`src/rtl/mips_core_pkg.sv`:
```
// Shared MIPS core types and sizes used by the instruction queue and its interface.
package mips_core_pkg;

  localparam int ADDR_WIDTH   = 32;
  localparam int DATA_WIDTH   = 32;
  localparam int INST_Q_DEPTH = 4;

  typedef struct packed {
    logic [ADDR_WIDTH-1:0] pc;
    logic [DATA_WIDTH-1:0] data;
  } inst_q_entry_t;

endpackage

```
`src/rtl/inst_queue_if.sv`:
```
// Instruction-queue to decode handshake: the queue drives 'out', decode consumes via 'sink'.
interface inst_q_output_ifc
  import mips_core_pkg::*;
#(
  parameter int AW = ADDR_WIDTH,
  parameter int DW = DATA_WIDTH
) ();

  logic          valid;
  logic [AW-1:0] pc;
  logic [DW-1:0] data;

  modport out  (output valid, output pc, output data);
  modport sink (input  valid, input  pc, input  data);

endinterface

```
`src/rtl/inst_queue_ptr_ctrl.sv`:
```
// Read/write pointers and occupancy for the instruction queue; flush clears everything.
module inst_q_ptr_ctrl
  import mips_core_pkg::*;
#(
  parameter int DEPTH = INST_Q_DEPTH,
  parameter int PW    = $clog2(DEPTH),
  parameter int CW    = $clog2(DEPTH + 1)
) (
  input  logic          clk,
  input  logic          rst_n,
  input  logic          push_i,
  input  logic          pop_i,
  input  logic          flush_i,
  output logic [PW-1:0] rdPtr_o,
  output logic [PW-1:0] wrPtr_o,
  output logic [CW-1:0] count_o,
  output logic          full_o,
  output logic          empty_o
);

  logic [PW-1:0] rdPtr_q, rdPtr_d;
  logic [PW-1:0] wrPtr_q, wrPtr_d;
  logic [CW-1:0] count_q, count_d;

  // DEPTH is a power of two, so pointers wrap by natural overflow.
  always_comb begin
    rdPtr_d = rdPtr_q;
    wrPtr_d = wrPtr_q;
    count_d = count_q;
    if (flush_i) begin
      rdPtr_d = '0;
      wrPtr_d = '0;
      count_d = '0;
    end else begin
      if (push_i) wrPtr_d = wrPtr_q + PW'(1);
      if (pop_i)  rdPtr_d = rdPtr_q + PW'(1);
      case ({push_i, pop_i})
        2'b10:   count_d = count_q + CW'(1);
        2'b01:   count_d = count_q - CW'(1);
        default: count_d = count_q;
      endcase
    end
  end

  always_ff @(posedge clk) begin
    if (!rst_n) begin
      rdPtr_q <= '0;
      wrPtr_q <= '0;
      count_q <= '0;
    end else begin
      rdPtr_q <= rdPtr_d;
      wrPtr_q <= wrPtr_d;
      count_q <= count_d;
    end
  end

  assign rdPtr_o = rdPtr_q;
  assign wrPtr_o = wrPtr_q;
  assign count_o = count_q;
  assign full_o  = (count_q == CW'(DEPTH));
  assign empty_o = (count_q == '0);

endmodule

```
`src/rtl/inst_queue.sv`:
```
// Show-ahead fetch-to-decode instruction FIFO; head entry is presented from registers only.
module inst_queue
  import mips_core_pkg::*;
#(
  parameter int DEPTH      = INST_Q_DEPTH,
  parameter int ADDR_WIDTH = mips_core_pkg::ADDR_WIDTH,
  parameter int DATA_WIDTH = 32
) (
  input  logic                       clk,
  input  logic                       rst_n,
  input  logic                       i_valid,
  input  logic [ADDR_WIDTH-1:0]      i_pc,
  input  logic [DATA_WIDTH-1:0]      i_data,
  output logic                       o_ready,
  input  logic                       i_stall,
  input  logic                       i_flush,
  inst_q_output_ifc.out              outIf,
  output logic [$clog2(DEPTH+1)-1:0] o_count
);

  localparam int PW = $clog2(DEPTH);
  localparam int CW = $clog2(DEPTH + 1);

  typedef struct packed {
    logic [ADDR_WIDTH-1:0] pc;
    logic [DATA_WIDTH-1:0] data;
  } entry_t;

  entry_t        storage [DEPTH];
  logic [PW-1:0] rdPtr, wrPtr;
  logic [CW-1:0] count;
  logic          full, empty;
  logic          push, pop;

  // A full queue refuses pushes even when a pop frees a slot in the same cycle.
  assign o_ready = rst_n & ~full;
  assign push    = i_valid & o_ready & ~i_flush;
  assign pop     = ~empty & ~i_stall & ~i_flush;

  inst_q_ptr_ctrl #(.DEPTH(DEPTH)) u_ptrCtrl (
    .clk     (clk),
    .rst_n   (rst_n),
    .push_i  (push),
    .pop_i   (pop),
    .flush_i (i_flush),
    .rdPtr_o (rdPtr),
    .wrPtr_o (wrPtr),
    .count_o (count),
    .full_o  (full),
    .empty_o (empty)
  );

  always_ff @(posedge clk) begin
    if (push) storage[wrPtr] <= '{pc: i_pc, data: i_data};
  end

  assign outIf.valid = ~empty;
  assign outIf.pc    = empty ? '0 : storage[rdPtr].pc;
  assign outIf.data  = empty ? '0 : storage[rdPtr].data;
  assign o_count     = count;

endmodule

```
`src/flat_wrapper.sv`:
```
// flat-port wrapper written by rule: the top's interface ports become plain ports
module inst_queue_flat import mips_core_pkg::*;
#(
  parameter int DEPTH      = INST_Q_DEPTH,
  parameter int ADDR_WIDTH = mips_core_pkg::ADDR_WIDTH,
  parameter int DATA_WIDTH = 32
)
  (clk, rst_n, i_valid, i_pc, i_data, o_ready, i_stall, i_flush, o_count, outIf_valid, outIf_pc, outIf_data);
  inst_q_output_ifc #(.AW(32), .DW(32)) outIf_i ();
  input  logic clk;
  input  logic rst_n;
  input  logic i_valid;
  input  logic [ADDR_WIDTH-1:0] i_pc;
  input  logic [DATA_WIDTH-1:0] i_data;
  output logic o_ready;
  input  logic i_stall;
  input  logic i_flush;
  output logic [$clog2(DEPTH+1)-1:0] o_count;
  output wire logic [$bits(outIf_i.valid)-1:0] outIf_valid;
  output wire logic [$bits(outIf_i.pc)-1:0] outIf_pc;
  output wire logic [$bits(outIf_i.data)-1:0] outIf_data;
  assign outIf_valid = outIf_i.valid;
  assign outIf_pc = outIf_i.pc;
  assign outIf_data = outIf_i.data;
  inst_queue #(.DEPTH(DEPTH), .ADDR_WIDTH(ADDR_WIDTH), .DATA_WIDTH(DATA_WIDTH)) u_core (.clk(clk), .rst_n(rst_n), .i_valid(i_valid), .i_pc(i_pc), .i_data(i_data), .o_ready(o_ready), .i_stall(i_stall), .i_flush(i_flush), .outIf(outIf_i), .o_count(o_count));
endmodule
```
`config.mk`:
```
export PLATFORM = sky130hd
export DESIGN_NAME = inst_queue_flat
export DESIGN_NICKNAME = d
export VERILOG_FILES = /design/src/rtl/mips_core_pkg.sv /design/src/rtl/inst_queue_if.sv /design/src/rtl/inst_queue_ptr_ctrl.sv /design/src/rtl/inst_queue.sv /design/src/flat_wrapper.sv
export SDC_FILE = /design/constraint.sdc
export NUM_CORES = 1
export LEC_CHECK = 0
export CAP_MARGIN = 10
export CORE_ASPECT_RATIO = 1.5
export CORE_MARGIN = 5
export CORE_UTILIZATION = 45
export CTS_CLUSTER_SIZE = 25
export DETAILED_ROUTE_END_ITERATION = 6
export DONT_BUFFER_PORTS = 1
export GPL_TIMING_DRIVEN = 0
export SETUP_SLACK_MARGIN = 0.2
export SLEW_MARGIN = 20
export SYNTH_ARGS = -nofsm -noshare
export SYNTH_HDL_FRONTEND = slang
export SYNTH_SLANG_ARGS = --single-unit
export TNS_END_PERCENT = 100
```
`constraint.sdc`:
```
create_clock -name clk -period 3.7 [get_ports clk]
set_input_delay 0.37 -clock clk [delete_from_list [all_inputs] [get_ports clk]]
set_output_delay 0.37 -clock clk [all_outputs]
set_load 0.02 [all_outputs]
```
-- After elaboration in Yosys (flattened, before gate mapping)
Memory sizes are Yosys's and may differ from the RTL's. A register that Yosys moved wholly into a read port is not among the register bits.
Cells that the tools add are included.
- add/subtract/negate cells: 4
- equal/unequal tests: 3
- muxes and demuxes: 7
- bitwise gates (word level): 10
- reduce and logical (&&, ||, !) cells: 3
- operators with widths (kind ; count):
    $mux W32 ; 2
    $pmux W3 S2 ; 1
    $and A1 B1 Y1 ; 5
    $not A1 Y1 ; 5
    $add A2 B1 Y2 const B ; 2
    $mux W2 ; 2
    $add A3 B1 Y3 const B ; 1
    $eq A3 B3 Y1 const B ; 1
    $logic_not A3 Y1 ; 1
    $sub A3 B1 Y3 const B ; 1
    $eq A2 B1 Y1 const B ; 1
    $eq A2 B2 Y1 const B ; 1
    $mux W1 ; 2
    $reduce_bool A2 Y1 ; 1
    $reduce_or A2 Y1 ; 1
- register bits after elaboration: 7
- memory bits (writable): 256
- bits of input ports: 69
- output and inout bits: 69
- logic and storage cells: 31
- memories: 1
- memory list (memory ; words ; width ; read ports ; clocked after memory_dff ; wr ports ; RTL line ; text):
    u_core.storage ; 4 ; 64 ; 1 ; 1 ; 1 ; inst_queue.sv:29 ; entry_t storage [DEPTH];

-- Longest topological paths before layout
Gate-level depths: netlist of run 1.
- depth after elaboration: 7
- depth in mapped cells: 10
- depth with buffers taken out: 9

-- Modules after synthesis
Synthesis of run 1 repeated with hierarchy kept, for this count alone.
- cell total of the unflattened synthesis: 522
- area, all modules: 10068.4 µm²
- modules (own cells, without submodules) (module ; instances ; cells an instance ; area an instance (µm²) ; sequential area each (µm²)):
    inst_queue ; 1 ; 487 ; 9755.6 ; 7687.4
    inst_q_ptr_ctrl ; 1 ; 35 ; 312.8 ; 140.1

-- Least setup slack after synthesis of run 1
OpenSTA, ideal clock, no wires.
- kind: input port to flip-flop
- from: input i_flush
- to: memory u_core.storage[0][0] (netlist bit), enable pin
- library setup time: 429 ps
- arrival time: 2530 ps
- data required time: 3271 ps
- slack: 741 ps
- stages on the path: 4
- buffers on the path: 1
- path through: nand2b_1 clkbuf_1 nor3_1 and2_1
- cells in the longest elaborated chain, start to end: 4
- ends and longest elaborated chain (element ; RTL line ; text):
    from (decl) ; flat_wrapper.sv:17 ; input logic i_flush;
    $not A1 Y1 ; inst_queue.sv:37 ; assign push = i_valid & o_ready & ~i_flush;
    $and A1 B1 Y1 ; inst_queue.sv:37 ;
    $mux W1 ; inst_queue.sv:54 ; if (push) storage[wrPtr] <= '{pc: i_pc, data: i_data};
    $mux W1 (implied by the code) ; inst_queue.sv:54 ;
    to (decl) ; inst_queue.sv:29 ;
Every way passes these cells.

-- Final worst setup path of run 1
- from: register u_core.u_ptrCtrl.count_q[0], in the netlist u_core.u_ptrCtrl.count_o[0]
- to: output outIf_data[17]
- cells in the longest elaborated chain, start to end: 2
- ends and longest elaborated chain (element ; RTL line ; text):
    from (decl) ; inst_queue_ptr_ctrl.sv:23 ; logic [CW-1:0] count_q, count_d;
    from (signal assigned) ; inst_queue_ptr_ctrl.sv:53 ; count_q <= count_d;
    $logic_not A3 Y1 ; inst_queue_ptr_ctrl.sv:61 ; assign empty_o = (count_q == '0);
    $mux W32 ; inst_queue.sv:59 ; assign outIf.data = empty ? '0 : storage[rdPtr].data;
    to (decl) ; flat_wrapper.sv:21 ; output wire logic [$bits(outIf_i.data)-1:0] outIf_data;
Every way passes these cells.

==> flow_metrics.py, run 1 <==
metrics = {
    "timing": {
        "slew_headroom_pct": 57.1,
        "min_period_ns": 2.92,
        "setup_viol": 0,
        "fin_ws_ns": 0.782,
        "fmax_mhz": 343,
        "finalCritPeriodShare_pct": 78.9,
        "rsz0062_at_grt": "false",
        "report.final.slew_viol_count": 0,
        "final_hold_viol_count": 0,
        "worst_slew_pin_slew_ns": 0.644,
        "fin_tns_setup_ns": 0,
        "fin_skew_ns": 0.00729,
    },
    "drt": {
        "drc": 0,
        "wire_per_inst_um": 22.2,
        "first_pass_iters": 4,
        "avgViaCountPerCell": 5.41,
        "drt_iter0_drc": 151,
        "vias": 4618,
        "finalWirelength_um": 18900,
        "ant_nets": 0,
    },
    "cts": {
        "clock-root-buffer": "clkbuf_16",
        "cts_made_buffers": 24,
        "cts_max_level": 1,
        "clk_pin_slew_ns": 0.06,
        "cts_sinks": 265,
        "cts_buffer_depth": 3,
        "post_cts_resize_count": 0,
        "clock_latency_ns": 0.51,
        "ctsHoldBuffers": 65,
        "postCtsSetupRepairBufs": 0,
        "cts_tree": "yes",
    },
    "floorplanning": {
        "chipWidth_um": 133,
        "row_count": 67,
        "die_h_um": 194,
        "dieArea_um2": 25800,
        "core_area_um2": 22300,
        "io_pins": 138,
        "start_util_pct": 45.6,
    },
    "final_layout": {
        "nFillCells": 1745,
        "final-seq-area_um2": 7870,
        "drive_gt1_share_pct": 20.7,
        "layout.nets": 633,
        "finish.utilization_pct": 53.9,
        "multi_input_area_um2": 2140,
        "area_growth_pct": 18.1,
    },
    "placement": {
        "routabilityCongestion": 0.686,
        "io_buffers": 0,
        "place_ws_ns": 1.05,
        "place_hpwl_um": 11500,
    },
    "power": {
        "p_int_uw": 4750,
        "leakagePower_uw": 0.00378,
        "seqPwrFrac_pct": 57.0,
        "p_per_area_nw_per_um2": 486,
        "p_sw_uw": 1090,
        "p_sw_share_pct": 18.7,
        "clkPwrFrac_pct": 39.8,
        "pwr-share-comb_pct": 3.2,
        "peakVddDrop_uv": 439,
    },
    "yosys": {
        "synth_xor_area_share_pct": 0.172,
        "synth-seq-cells": 265,
        "synth-adder-area-share_pct": 0.812,
        "synth_top_family_by_area": "multiplexers",
        "yosysTopAreaCell": "edfxtp_1",
        "synth-simple-area-share_pct": 5.18,
        "avgSynthCellArea_um2": 22.0,
        "synth_fp_nets": 538,
        "synthCells": 463,
        "ys_warn_count": 0,
        "ys_seq_area_share_pct": 77.4,
        "synth_compound_area_share_pct": 0.566,
        "synth_area_leaders": "edfxtp_1 76%, mux4_2 14%, and2_1 4.2%",
        "synth_top_area_share_pct": 75.6,
        "synth_cell_type_count": 25,
        "netlist_area_um2": 10200,
        "synthMuxAreaShare_pct": 14.2,
    },
    "run_status": {
        "outcome": "finished clean",
    },
    "setup_path": {
        "crit_fanout": 10,
        "critPathRequiredTime_ns": 3.33,
        "crit_arrival_ns": 2.55,
        "critPathLaunchType": "register",
        "crit_type": "reg2out",
        "endpoint_kind": "output port",
    },
    "grt": {
        "grt_pass1_vias": 5155,
        "antenna_found_initial": 1,
        "overflow": 0,
        "grt_start_max_net_pins": 37,
        "grt_pass1_wl_um": 29500,
        "track_usage_pct": 14.7,
    },
    "hold_path": {
        "hold_path.class": "in2reg",
    },
    "flow_run": {
        "cap_violations": 0,
    },
}
cells in the final DEF, fill, tap and decap left out, types with 2 or more instances in the layout:
| cell | synthesis | layout |
|---|---|---|
| and2_1 | 68 | 64 |
| dlygate4sd3_1 | 0 | 65 |
| buf_2 | 6 | 6 |
| nor2b_1 | 2 | 2 |
| nor3_1 | 2 | 2 |
| inv_1 | 8 | 8 |
| a21oi_1 | 6 | 6 |
| clkbuf_8 | 0 | 2 |
| mux4_2 | 64 | 64 |
| buf_12 | 0 | 3 |
| clkinv_1 | 0 | 7 |
| xor2_1 | 2 | 2 |
| ha_1 | 5 | 5 |
| nand2b_1 | 2 | 2 |
| and2_4 | 0 | 4 |
| clkbuf_16 | 0 | 25 |
| buf_6 | 7 | 7 |
| clkinv_2 | 0 | 4 |
| nor2_1 | 3 | 3 |
| o21ai_0 | 4 | 4 |
| clkbuf_1 | 8 | 13 |
| dfxtp_1 | 9 | 9 |
| or3_1 | 3 | 3 |
| edfxtp_1 | 256 | 256 |
routing by layer:
metal | vias to the layer above | global-route usage (%) | part of all wire [%]
li1 | 2060 | - | -
met1 | 2430 | 18.2 | 40
met2 | 108 | 26.4 | 54
met3 | 20 | 3.25 | 5.1
met4 | 0 | 3.12 | 1.2
met5 | - | 0 | 0
sequential cells by signal, indices dropped and copies added, names as in the netlist, named ones only:
register / flops
u_core.storage: 256
u_core.u_ptrCtrl.count_o: 3
u_core.u_ptrCtrl.rdPtr_o: 2
u_core.u_ptrCtrl.wrPtr_o: 2
layout make-up:
| type | count | area share [%] |
|---|---|---|
| inverter | 8 | 0.250 |
| sequential | 265 | 65.5 |
| tap | 276 | 2.88 |
| multi-input combinational | 168 | 17.8 |
| antenna | 1 | 0.0208 |
| timing repair buffer | 69 | 6.15 |
| buffer | 22 | 1.20 |
| clock inverter | 12 | 0.635 |
| clock buffer | 32 | 5.59 |
logic make-up after synthesis:
| kind of cell | count (synthesis) |
|---|---|
| xor+xnor | 2 |
| simple gates | 85 |
| compound gates | 11 |
| buf+inv | 30 |
| mux | 64 |
| fa+ha+maj | 6 |
| flops | 265 |
power groups by stage:
| stage | logic [µW] | clock network, µW | registers (µW) |
|---|---|---|---|
| floorplan | 78.6 | 0 | 3390 |
| global placement | 100 | 0 | 3400 |
| detailed placement | 107 | 0 | 3390 |
| CTS | 190 | 2390 | 3330 |
| global route | 202 | 2520 | 3330 |
| finish | 186 | 2320 | 3330 |
stage by stage:
step / total power, µW / instance area [µm²] / hold WS (ns) / cells
CTS: 5910 / 12000 / 0.0709 / 852
global route: 6050 / 12000 / 0.0978 / 853
detailed placement: 3500 / 10600 / 0.469 / 743
floorplan: 3470 / 10200 / 0.459 / 463
global placement: 3500 / 10500 / 0.469 / 739
finish: 5840 / 12000 / 0.0864 / 853
path summary, 6_finish.rpt:
path | from | to | slack (ns) | depth (start not counted)
worst max-delay path | u_core.u_ptrCtrl.count_o[0]$_SDFFE_PP0P_ | outIf_data[17] | 0.78 | 5
worst min-delay path | i_stall | register | 0.09 | 2
worst max register to register | u_core.u_ptrCtrl.count_o[2]$_SDFFE_PP0P_ | u_core.u_ptrCtrl.count_o[2]$_SDFFE_PP0P_ | 1.03 | 9
worst min register to register | u_core.u_ptrCtrl.rdPtr_o[1]$_SDFFE_PP0P_ | register | 0.52 | 2
cell usage after synthesis (all sizes together):
cell type,instances
nor3,3
a21oi,6
fa,1
or3,3
buf,13
nor2,3
clkbuf,9
ha,5
dfxtp,9
nand2b,2
inv,8
edfxtp,256
o21ai,4
mux4,64
nor3b,1
or4,1
o211ai,1
nor2b,2
nand2,1
and2,68
xor2,2
nand3b,1
critical path: stages (launching register included):
cell and delay, ns:
dfxtp_1 0.55, nor3_2 0.14, inv_1 0.10, clkbuf_1 0.50, clkbuf_1 0.41, and2_1 0.35
No activity file was read; power rests on OpenSTA's default activity.
==> run 2, diff against run 1 <==
- clock period: 3.7 -> 2.8 ns (I/O delays scaled with it)
==> flow_metrics.py, run 2 (same netlist as run 1, synthesis figures left out) <==
metrics = {
    "power": {
        "pwr-share-comb_pct": 3.1,
        "p_per_area_nw_per_um2": 660,
        "p_int_uw": 6510,
        "clkPwrFrac_pct": 41.9,
        "seqPwrFrac_pct": 55.0,
        "p_sw_uw": 1500,
        "peakVddDrop_uv": 569,
        "leakagePower_uw": 0.00385,
        "p_sw_share_pct": 18.7,
    },
    "placement": {
        "placed_area_um2": 10600,
        "place_ws_ns": 0.0727,
        "place_hpwl_um": 11700,
        "io_buffers": 0,
        "routabilityCongestion": 0.723,
    },
    "cts": {
        "clk_pin_slew_ns": 0.06,
        "cts_max_level": 1,
        "postCtsSetupRepairBufs": 0,
        "cts_tree": "yes",
        "cts_made_buffers": 25,
        "cts_buffer_depth": 3,
        "cts_sinks": 265,
        "clock-root-buffer": "clkbuf_16",
        "clock_latency_ns": 0.52,
    },
    "timing": {
        "worst_slew_pin_slew_ns": 0.514,
        "final_hold_viol_count": 0,
        "min_period_ns": 2.45,
        "finalCritPeriodShare_pct": 87.4,
        "timing.hold.ws_ns": 0.0520,
        "fin_ws_ns": 0.353,
        "report.final.slew_viol_count": 0,
        "slew_headroom_pct": 65.5,
        "rsz0062_at_grt": "true",
        "fmax_mhz": 409,
        "setup_viol": 0,
        "fin_skew_ns": 0.0179,
    },
    "setup_path": {
        "r2r_slack_ns": 0.35,
        "endpoint_kind": "register",
        "crit_fanout": 6,
        "crit_arrival_ns": 2.88,
        "crit_type": "reg2reg",
        "critPathLaunchType": "register",
        "critPathRequiredTime_ns": 3.23,
    },
    "floorplanning": {
        "dieArea_um2": 25800,
        "io_pins": 138,
        "row_count": 67,
        "die_h_um": 194,
        "core_area_um2": 22300,
        "start_util_pct": 45.6,
        "chipWidth_um": 133,
    },
    "final_layout": {
        "area_growth_pct": 19.3,
        "final_area_um2": 12100,
        "largest_register_ffs": 256,
        "final_common_cell": "edfxtp_1",
        "finish.utilization_pct": 54.4,
        "layout.nets": 636,
        "drive_gt1_share_pct": 22.1,
        "regMostFlops": "u_core.storage",
        "mostFrequentLayoutCells": "256 x edfxtp_1, 67 x dlygate4sd3_1, 64 x mux4_2, 64 x and2_1, 25 x clkbuf_16",
    },
    "drt": {
        "vias": 4699,
        "finalWirelength_um": 19300,
        "avgViaCountPerCell": 5.49,
        "ant_nets": 0,
        "drt_iter0_drc": 222,
        "wire_per_inst_um": 22.5,
        "drc": 0,
        "first_pass_iters": 4,
    },
    "run_status": {
        "outcome": "finished clean",
    },
    "hold_path": {
        "hold_path.class": "in2reg",
    },
    "grt": {
        "grt_pass1_wl_um": 30400,
        "grt_start_max_net_pins": 38,
        "overflow": 0,
        "track_usage_pct": 15.2,
        "antenna_found_initial": 1,
        "grt_pass1_vias": 5271,
    },
    "flow_run": {
        "cap_violations": 0,
    },
}
==> run 2: power groups by stage <==
stage          combinational, µW  sequential [µW]  clock [µW]
2_1_floorplan                104             4480           0
6_report                     250             4400        3360
4_1_cts                      255             4400        3440
3_3_place_gp                 133             4480           0
5_1_grt                      272             4400        3600
3_5_place_dp                 141             4480           0
==> run 2: final cells by class <==
type                       count  area [µm²]
antenna                        1        2.50
tap                          276         345
clock inverter                13         156
clock buffer                  32         652
inverter                       8        30.0
buffer                        22         153
fill                        1735       10200
multi-input combinational    168        2150
timing repair buffer          71         773
sequential                   265        7870
==> run 2: worst paths after layout <==
kind	end	cells after the start	start
worst max-delay path	u_core.u_ptrCtrl.count_o[2]$_SDFFE_PP0P_	9	u_core.u_ptrCtrl.count_o[2]$_SDFFE_PP0P_
worst min-delay path	register	2	i_stall
worst max register to register	u_core.u_ptrCtrl.count_o[2]$_SDFFE_PP0P_	9	u_core.u_ptrCtrl.count_o[2]$_SDFFE_PP0P_
worst min register to register	u_core.u_ptrCtrl.rdPtr_o[1]$_SDFFE_PP0P_	2	u_core.u_ptrCtrl.rdPtr_o[1]$_SDFFE_PP0P_
==> run 2: metal layers <==
layer	global-route usage (%)	vias to the layer above	wire length [µm]
met2	27.6	125	10500
met4	4.28	0	422
li1	-	2066	-
met5	0	-	0
met1	17.9	2478	7370
met3	3.48	30	1030
==> run 2: metrics by stage <==
stage,instances,total power [µW],TNS [ns]
after floorplan,463,4590,0
after global placement,739,4620,-46.20
after detailed placement,743,4630,0
after CTS,855,8090,0
after global routing,856,8270,0
final,856,8000,0
==> run 2: critical path: stages, from the launching register on <==
cell     delay [ns]
dfxtp_1        0.52
nor3b_4        0.35
nor3_1         0.15
inv_1          0.08
ha_1           0.19
inv_1          0.07
fa_1           0.39
xor2_1         0.16
or3_1          0.30
a21oi_1        0.16
==> run 2: what timing repair did <==
action | 4_1_cts | 5_1_grt
endpoints found under the setup margin | 51 | 55
hold buffers | 67 | 0
hold endpoints to repair | 261 | 0
gates resized for setup | 7 | 5
pin swaps | 0 | 0
cloned | 0 | 0
==> run 3, diff against run 2 <==
- PLACE_DENSITY_LB_ADDON: default -> 0.1
- clock period: 2.8 -> 2.3 ns (I/O delays scaled with it)
==> flow_metrics.py, run 3 (same netlist as run 1, synthesis figures left out) <==
metrics = {
    "run_status": {
        "outcome": "finished clean",
    },
    "floorplanning": {
        "die_h_um": 194,
        "core_area_um2": 22300,
        "dieArea_um2": 25800,
        "start_util_pct": 45.6,
        "io_pins": 138,
        "chipWidth_um": 133,
        "row_count": 67,
    },
    "timing": {
        "slew_headroom_pct": 67.5,
        "fin_skew_ns": 0.00777,
        "timing.hold.ws_ns": 0.0640,
        "final_hold_viol_count": 0,
        "worst_slew_pin_slew_ns": 0.487,
        "finalCritPeriodShare_pct": 95.1,
        "fin_ws_ns": 0.113,
        "fin_tns_setup_ns": 0,
        "rsz0062_at_grt": "true",
        "fmax_mhz": 457,
        "report.final.slew_viol_count": 0,
        "setup_viol": 0,
        "min_period_ns": 2.19,
    },
    "flow_run": {
        "cap_violations": 0,
    },
    "drt": {
        "vias": 4775,
        "drc": 0,
        "avgViaCountPerCell": 5.46,
        "drt_iter0_drc": 260,
        "first_pass_iters": 4,
        "finalWirelength_um": 20000,
        "ant_nets": 0,
        "wire_per_inst_um": 22.9,
    },
    "power": {
        "p_int_uw": 7940,
        "pwr-share-comb_pct": 3.6,
        "leakagePower_uw": 0.00414,
        "clkPwrFrac_pct": 41.6,
        "p_per_area_nw_per_um2": 763,
        "seqPwrFrac_pct": 54.8,
        "p_sw_uw": 1830,
        "peakVddDrop_uv": 583,
        "p_sw_share_pct": 18.7,
        "total_power_uw": 9760,
    },
    "grt": {
        "track_usage_pct": 15.5,
        "grt_pass1_vias": 5207,
        "grt_pass1_wl_um": 31000,
        "grt_start_max_net_pins": 39,
        "overflow": 0,
        "antenna_found_initial": 1,
    },
    "cts": {
        "cts_sinks": 265,
        "cts_buffer_depth": 3,
        "cts_max_level": 1,
        "clock-root-buffer": "clkbuf_16",
        "clk_pin_slew_ns": 0.07,
        "cts_made_buffers": 25,
        "cts_tree": "yes",
        "clock_latency_ns": 0.50,
    },
    "final_layout": {
        "final_common_cell": "edfxtp_1",
        "largest_register_ffs": 256,
        "finish.utilization_pct": 57.4,
        "antennaDiodeCount": 0,
        "regMostFlops": "u_core.storage",
        "mostFrequentLayoutCells": "256 x edfxtp_1, 68 x and2_4, 68 x dlygate4sd3_1, 64 x mux4_2, 29 x clkbuf_16",
        "area_growth_pct": 25.9,
        "layout.nets": 657,
        "drive_gt1_share_pct": 37.6,
    },
    "setup_path": {
        "crit_arrival_ns": 1.96,
        "critPathRequiredTime_ns": 2.07,
        "endpoint_kind": "output port",
        "crit_fanout": 5,
        "crit_type": "reg2out",
        "critPathLaunchType": "register",
    },
    "placement": {
        "routabilityCongestion": 0.674,
        "place_ws_ns": -0.179,
        "place_hpwl_um": 11600,
        "io_buffers": 0,
    },
    "hold_path": {
        "hold_path.class": "in2reg",
    },
}
[run 3: cell type report]
| cell class | instances | area (µm²) |
|---|---|---|
| clock inverter | 11 | 126 |
| clock buffer | 33 | 686 |
| inverter | 8 | 30.0 |
| sequential | 265 | 7880 |
| timing repair buffer | 91 | 1110 |
| multi-input combinational | 169 | 2350 |
| buffer | 22 | 265 |
| fill | 1695 | 9500 |
| tap | 276 | 345 |
[run 3: worst max-delay path, cell delays in order, from the launching register on]
cell,delay (ns)
dfxtp_2,0.34
buf_12,0.12
buf_12,0.13
clkbuf_16,0.16
mux4_2,0.49
and2_4,0.20
[run 3: timing repair]
action | in CTS | in global routing
hold buffers | 68 | 0
buffers inserted | 10 | 3
pin swaps | 8 | 24
cloned | 3 | 4
endpoints found under the setup margin | 217 | 178
resized for setup | 183 | 10
endpoints found under the hold margin | 261 | 0
[run 3: power by group through the flow]
stage               clock, µW  combinational (µW)  sequential [µW]
finish                   4060                 351             5350
global route             4400                 380             5350
CTS                      4190                 353             5350
detailed placement          0                 172             5460
global placement            0                 163             5460
floorplan                   0                 127             5460
[run 3: routing by layer]
layer	up-vias	global-route usage, %	part of all wire [%]	wire length, µm
met4	2	3.51	1.6	326
met5	-	0	0.065	13
met3	28	3.43	5.1	1030
met1	2525	18.8	38	7630
met2	112	28.3	55	11100
li1	2108	-	-	-
[run 3: final timing paths]
kind                                                                from                                       end  slack (ns)  cells after the start
worst min-delay path                                             i_valid  u_core.u_ptrCtrl.wrPtr_o[1]$_SDFFE_PP0P_        0.06                      3
worst min register to register  u_core.u_ptrCtrl.rdPtr_o[1]$_SDFFE_PP0P_  u_core.u_ptrCtrl.rdPtr_o[1]$_SDFFE_PP0P_        0.50                      2
worst max-delay path                                            register                            outIf_data[21]        0.11                      5
worst max register to register  u_core.u_ptrCtrl.count_o[2]$_SDFFE_PP0P_  u_core.u_ptrCtrl.count_o[2]$_SDFFE_PP0P_        0.23                      9
[run 3: stage by stage]
stage	area (µm²)	instances
6_report	12800	875
5_1_grt	12800	875
4_1_cts	12600	868
3_5_place_dp	10600	743
3_3_place_gp	10500	739
2_1_floorplan	10200	463
